**config.mk**
```make
export PLATFORM = sky130hd
export DESIGN_NAME = tof_readout_scheduler
export DESIGN_NICKNAME = d
export VERILOG_FILES = /design/src/rtl/tof_readout_scheduler.sv
export SDC_FILE = /design/constraint.sdc
export NUM_CORES = 1
export LEC_CHECK = 0
export ABC_AREA = 1
export BUFFER_PORTS_ARGS = -buffer_cell sky130_fd_sc_hd__buf_2
export CORE_UTILIZATION = 55
export CTS_CLUSTER_DIAMETER = 60
export CTS_CLUSTER_SIZE = 25
export DETAILED_ROUTE_END_ITERATION = 10
export PLACE_DENSITY = 0.94
export SETUP_SLACK_MARGIN = 0.3
export SYNTH_ARGS = -nofsm -noshare
export SYNTH_HDL_FRONTEND = slang
export SYNTH_SLANG_ARGS = --single-unit
```
**constraint.sdc**
```tcl
create_clock -name clk -period 4.59 [get_ports clk]
set_clock_uncertainty 0.15 [all_clocks]
set_input_delay 0.918 -clock clk [delete_from_list [all_inputs] [get_ports clk]]
set_output_delay 0.918 -clock clk [all_outputs]
set_load 0.01 [all_outputs]
```
**src/rtl/tof_readout_scheduler.sv**
```systemverilog
// Round-robin readout scheduler for the 8-sensor ToF comm array.
// Optional capture timestamp: define TOF_SCHED_TIMESTAMP_EN.
module tof_readout_scheduler #(
  parameter int NB_OF_SENSORS = 8,
  parameter int SETTLE_CYCLES = 1
) (
  input  logic                     clk,
  input  logic                     reset,
  input  logic                     enable,
  input  logic [NB_OF_SENSORS-1:0] ready_in,
  input  logic [21:0]              data_in,
  output logic [2:0]               tof_index,
  output logic                     index_valid,
  output logic [24:0]              out_data,
  output logic [15:0]              out_ts,
  output logic                     out_valid,
  input  logic                     out_ready,
  output logic                     busy
);

  typedef enum logic [1:0] {
    IDLE,
    SELECT,
    CAPTURE,
    OUTPUT
  } state_t;

  state_t      state;
  state_t      state_nx;
  logic [2:0]  rr_ptr;
  logic [3:0]  settle_cnt;
  logic [2:0]  grant;
  logic [2:0]  cand;
  logic        grant_en;

  assign grant_en = (state == IDLE) && enable && (|ready_in);

  // Scan downwards so the lowest offset from rr_ptr wins.
  always_comb begin
    grant = rr_ptr;
    cand  = rr_ptr;
    for (int i = NB_OF_SENSORS - 1; i >= 0; i--) begin
      cand = rr_ptr + 3'(i);
      if (ready_in[cand]) grant = cand;
    end
  end

  always_ff @(posedge clk or posedge reset) begin
    if (reset) state <= IDLE;
    else       state <= state_nx;
  end

  always_comb begin
    state_nx = state;
    unique case (state)
      IDLE:    if (grant_en) state_nx = SELECT;
      SELECT:  if (settle_cnt <= 4'd1) state_nx = CAPTURE;
      CAPTURE: state_nx = OUTPUT;
      OUTPUT:  if (out_ready) state_nx = IDLE;
      default: state_nx = IDLE;
    endcase
  end

  always_comb begin
    busy        = (state != IDLE);
    index_valid = (state == CAPTURE);
    out_valid   = (state == OUTPUT);
  end

  always_ff @(posedge clk or posedge reset) begin
    if (reset) begin
      rr_ptr     <= 3'd0;
      tof_index  <= 3'd0;
      settle_cnt <= 4'd0;
      out_data   <= 25'd0;
    end else begin
      if (grant_en) begin
        tof_index  <= grant;
        settle_cnt <= 4'(SETTLE_CYCLES);
      end
      if (state == SELECT) settle_cnt <= settle_cnt - 4'd1;
      if (state == CAPTURE) begin
        out_data <= {tof_index, data_in};
        rr_ptr   <= tof_index + 3'd1;
      end
    end
  end

`ifdef TOF_SCHED_TIMESTAMP_EN
  logic [15:0] ts_cnt;

  always_ff @(posedge clk or posedge reset) begin
    if (reset) begin
      ts_cnt <= 16'd0;
      out_ts <= 16'd0;
    end else begin
      ts_cnt <= ts_cnt + 16'd1;
      if (state == CAPTURE) out_ts <= ts_cnt;
    end
  end
`else
  assign out_ts = 16'h0000;
`endif

endmodule

```
==> qor.csv <==
metric,value,unit
status,finished clean,
cts_setup_buffers,0,
place_area,0.00268,mm²
required,3.52,ns
avgViaCountPerCell,5.22,
cts-resized-gates,0,
clock-sinks,37,
gr-total-overflow,0,
hold_viol,0,
die_area,0.00466,mm²
drv_cap,0,
area_growth,15.5,%
top_level_ports,81,
p_per_area,870,mW/mm²
grt_pass1_wl,9090,µm
async_flop_share,100,%
reg2reg_depth,5,
fin_area,0.00279,mm²
tns,0,ns
core_area,0.00412,mm²
gp_congestion,0.912,
grt_max_degree,38,
num_antenna_cells,0,
cts_hold_buf,0,
insertion_delay,0.29,ns
antenna_found_initial,0,
switching_share,50.5,%
tritoncts,done,
post-route-period-util,66.3,%
comb_power_share,61.5,%
track_usage,26.0,%
rsz0062_at_grt,no,
path_class,flip-flop to output port,
numPortBuffers,64,
worst_slew_pin_slew,1.03,ns
cts_buffer_depth,2,
slew_headroom,31.3,%
slew_violations,0,
dr_total_vias,2278,
p_sw,1.23,mW
routedWlPerCell,13.2,µm
min_path_type,flip-flop to flip-flop,
vdd_ir_drop_max,0.556,mV
synth-seq-cells,37,
floorplan.initialDensity,58.7,%
netlist-cell-type-count,32,
synth_edf_count,0,
p_leak,1.64,nW
cts_root_buf,clkbuf_8,
drc,0,
seqPwrFrac,26.4,%
synth_area,0.00242,mm²
fp.dieW,68.3,µm
core.rowCount,23,
yosys_warnings,0,
clock.fmax,329,MHz
wl,5740,µm
die_y,68.3,µm
p_int,1.20,mW
hpwl,4290,µm
p_clk_share,12.1,%
hold_depth,2,
final_nets,429,
clkTransAtPathRegs,0.07,ns
synth_flop_cell,dfrtp_1,
grt_pass1_vias,2087,
min_period,3.04,ns
start_kind,flip-flop,
dr.pass1.iters,5,
finalSetupViolations,0,
fin_total_pwr,2.43,mW
drt-initial-drc-count,252,
antenna_left,0,
htree_levels,2,
cp-end-kind,output port,
crit_fanout,31,
critical_path_arrival,1.97,ns
syn-instance-count,323,
synth_area_per_cell,7.48,µm²
drive_gt1_share,27.2,%
cts_buffers,5,
yosysSeqAreaShare,38.3,%
==> cell type report <==
class / count / area (µm²)
tap: 50 / 62.6
sequential: 37 / 926
inverter: 29 / 111
clock buffer: 7 / 86.3
fill: 314 / 1320
timing repair buffer: 65 / 328
clock inverter: 1 / 30.0
multi-input combinational: 247 / 1250
==> state kept, by name, summed over array words and instances, names as in the netlist <==
signal      cells
out_data       25
settle_cnt      4
rr_ptr          3
tof_index       3
state           2
==> cells in the final DEF, fill, tap and decap left out <==
cell / instances
a21oi_1: 11
a21oi_2: 1
a22oi_1: 1
a31oi_1: 2
buf_2: 64
buf_4: 1
bufinv_16: 1
clkbuf_1: 1
clkbuf_8: 6
clkinv_1: 1
conb_1: 16
dfrtp_1: 37
ha_1: 10
inv_1: 22
inv_2: 5
inv_4: 1
nand2_1: 133
nand2_2: 10
nand2_4: 1
nand3_1: 22
nand3_2: 13
nor2_1: 12
nor3_1: 2
nor3b_1: 1
o21a_1: 1
o21ai_0: 4
o21bai_1: 1
o221ai_1: 1
xnor2_1: 1
xnor2_2: 1
xor2_1: 2
xor2_2: 1
==> per-stage QoR <==
step / util (%) / setup WS, ns / hold slack, ns / std cells
finish: 67.8 / 1.55 / 0.318 / 436
CTS: 67.8 / 1.57 / 0.321 / 436
global route: 67.8 / 1.23 / 0.332 / 436
detailed placement: 65.0 / 1.60 / 0.304 / 428
global placement: 65.0 / 1.72 / 0.300 / 428
floorplan: - / 2.44 / 0.325 / 338
==> Yosys cell counts, types with 4 or more instances <==
| master | n | area [µm²] |
|---|---|---|
| nor2_1 | 12 | 45.0 |
| inv_1 | 22 | 82.6 |
| nand2_2 | 10 | 62.6 |
| nand3_2 | 13 | 130 |
| nand3_1 | 22 | 110 |
| inv_2 | 5 | 18.8 |
| clkbuf_1 | 4 | 15.0 |
| buf_4 | 17 | 128 |
| nand2_1 | 133 | 499 |
| ha_1 | 10 | 125 |
| o21ai_0 | 4 | 20.0 |
| a21oi_1 | 11 | 55.1 |
| dfrtp_1 | 37 | 926 |
==> path summary, 6_finish.rpt <==
| check | startpoint | endpoint | slack [ns] |
|---|---|---|---|
| worst max register to register | state[0]$_DFFE_PP0P_ | rr_ptr[0]$_DFFE_PP0P_ | 1.56 |
| max in group asynchronous | reset | tof_index[0]$_DFFE_PP0P_ | 3.39 |
| worst max-delay path | state[0]$_DFFE_PP0P_ | index_valid | 1.55 |
| worst min register to register | out_data[1]$_DFFE_PP0P_ | out_data[1]$_DFFE_PP0P_ | 0.32 |
| worst min-delay path | out_data[1]$_DFFE_PP0P_ | out_data[1]$_DFFE_PP0P_ | 0.32 |
| min in group asynchronous | reset | out_data[12]$_DFFE_PP0P_ | 0.57 |
==> kinds of logic after synthesis <==
family          count (synthesis)  share of synthesized area, %
fa+ha+maj                      10                          5.18
xor+xnor                        5                          2.43
other cells                     1                         0.155
buf+inv                        54                          12.4
simple gates                  194                          36.2
compound gates                 22                          5.28
flops                          37                          38.3
==> metal layers <==
metal / routed length [µm] / global-route usage, % / up-vias
met5: 0 / 0 / -
met2: 3030 / 43.4 / 109
met4: 139 / 14.1 / 0
met3: 303 / 4.67 / 19
met1: 2270 / 31.6 / 1052
li1: - / - / 1098
==> power by group through the flow <==
stage                     combinational [mW]  clock, mW  sequential (mW)
after floorplan                         1.13          0            0.641
after global placement                  1.40          0            0.629
after detailed placement                1.47          0            0.642
after CTS                               1.48      0.292            0.639
after global routing                    1.69      0.307            0.659
final                                   1.49      0.293            0.642
==> worst max-delay path, stage by stage, from the launching register on <==
cell	delay (ns)
dfrtp_1	0.41
inv_1	0.13
ha_1	0.86
buf_2	0.28
No activity file was read; power rests on OpenSTA's default activity.
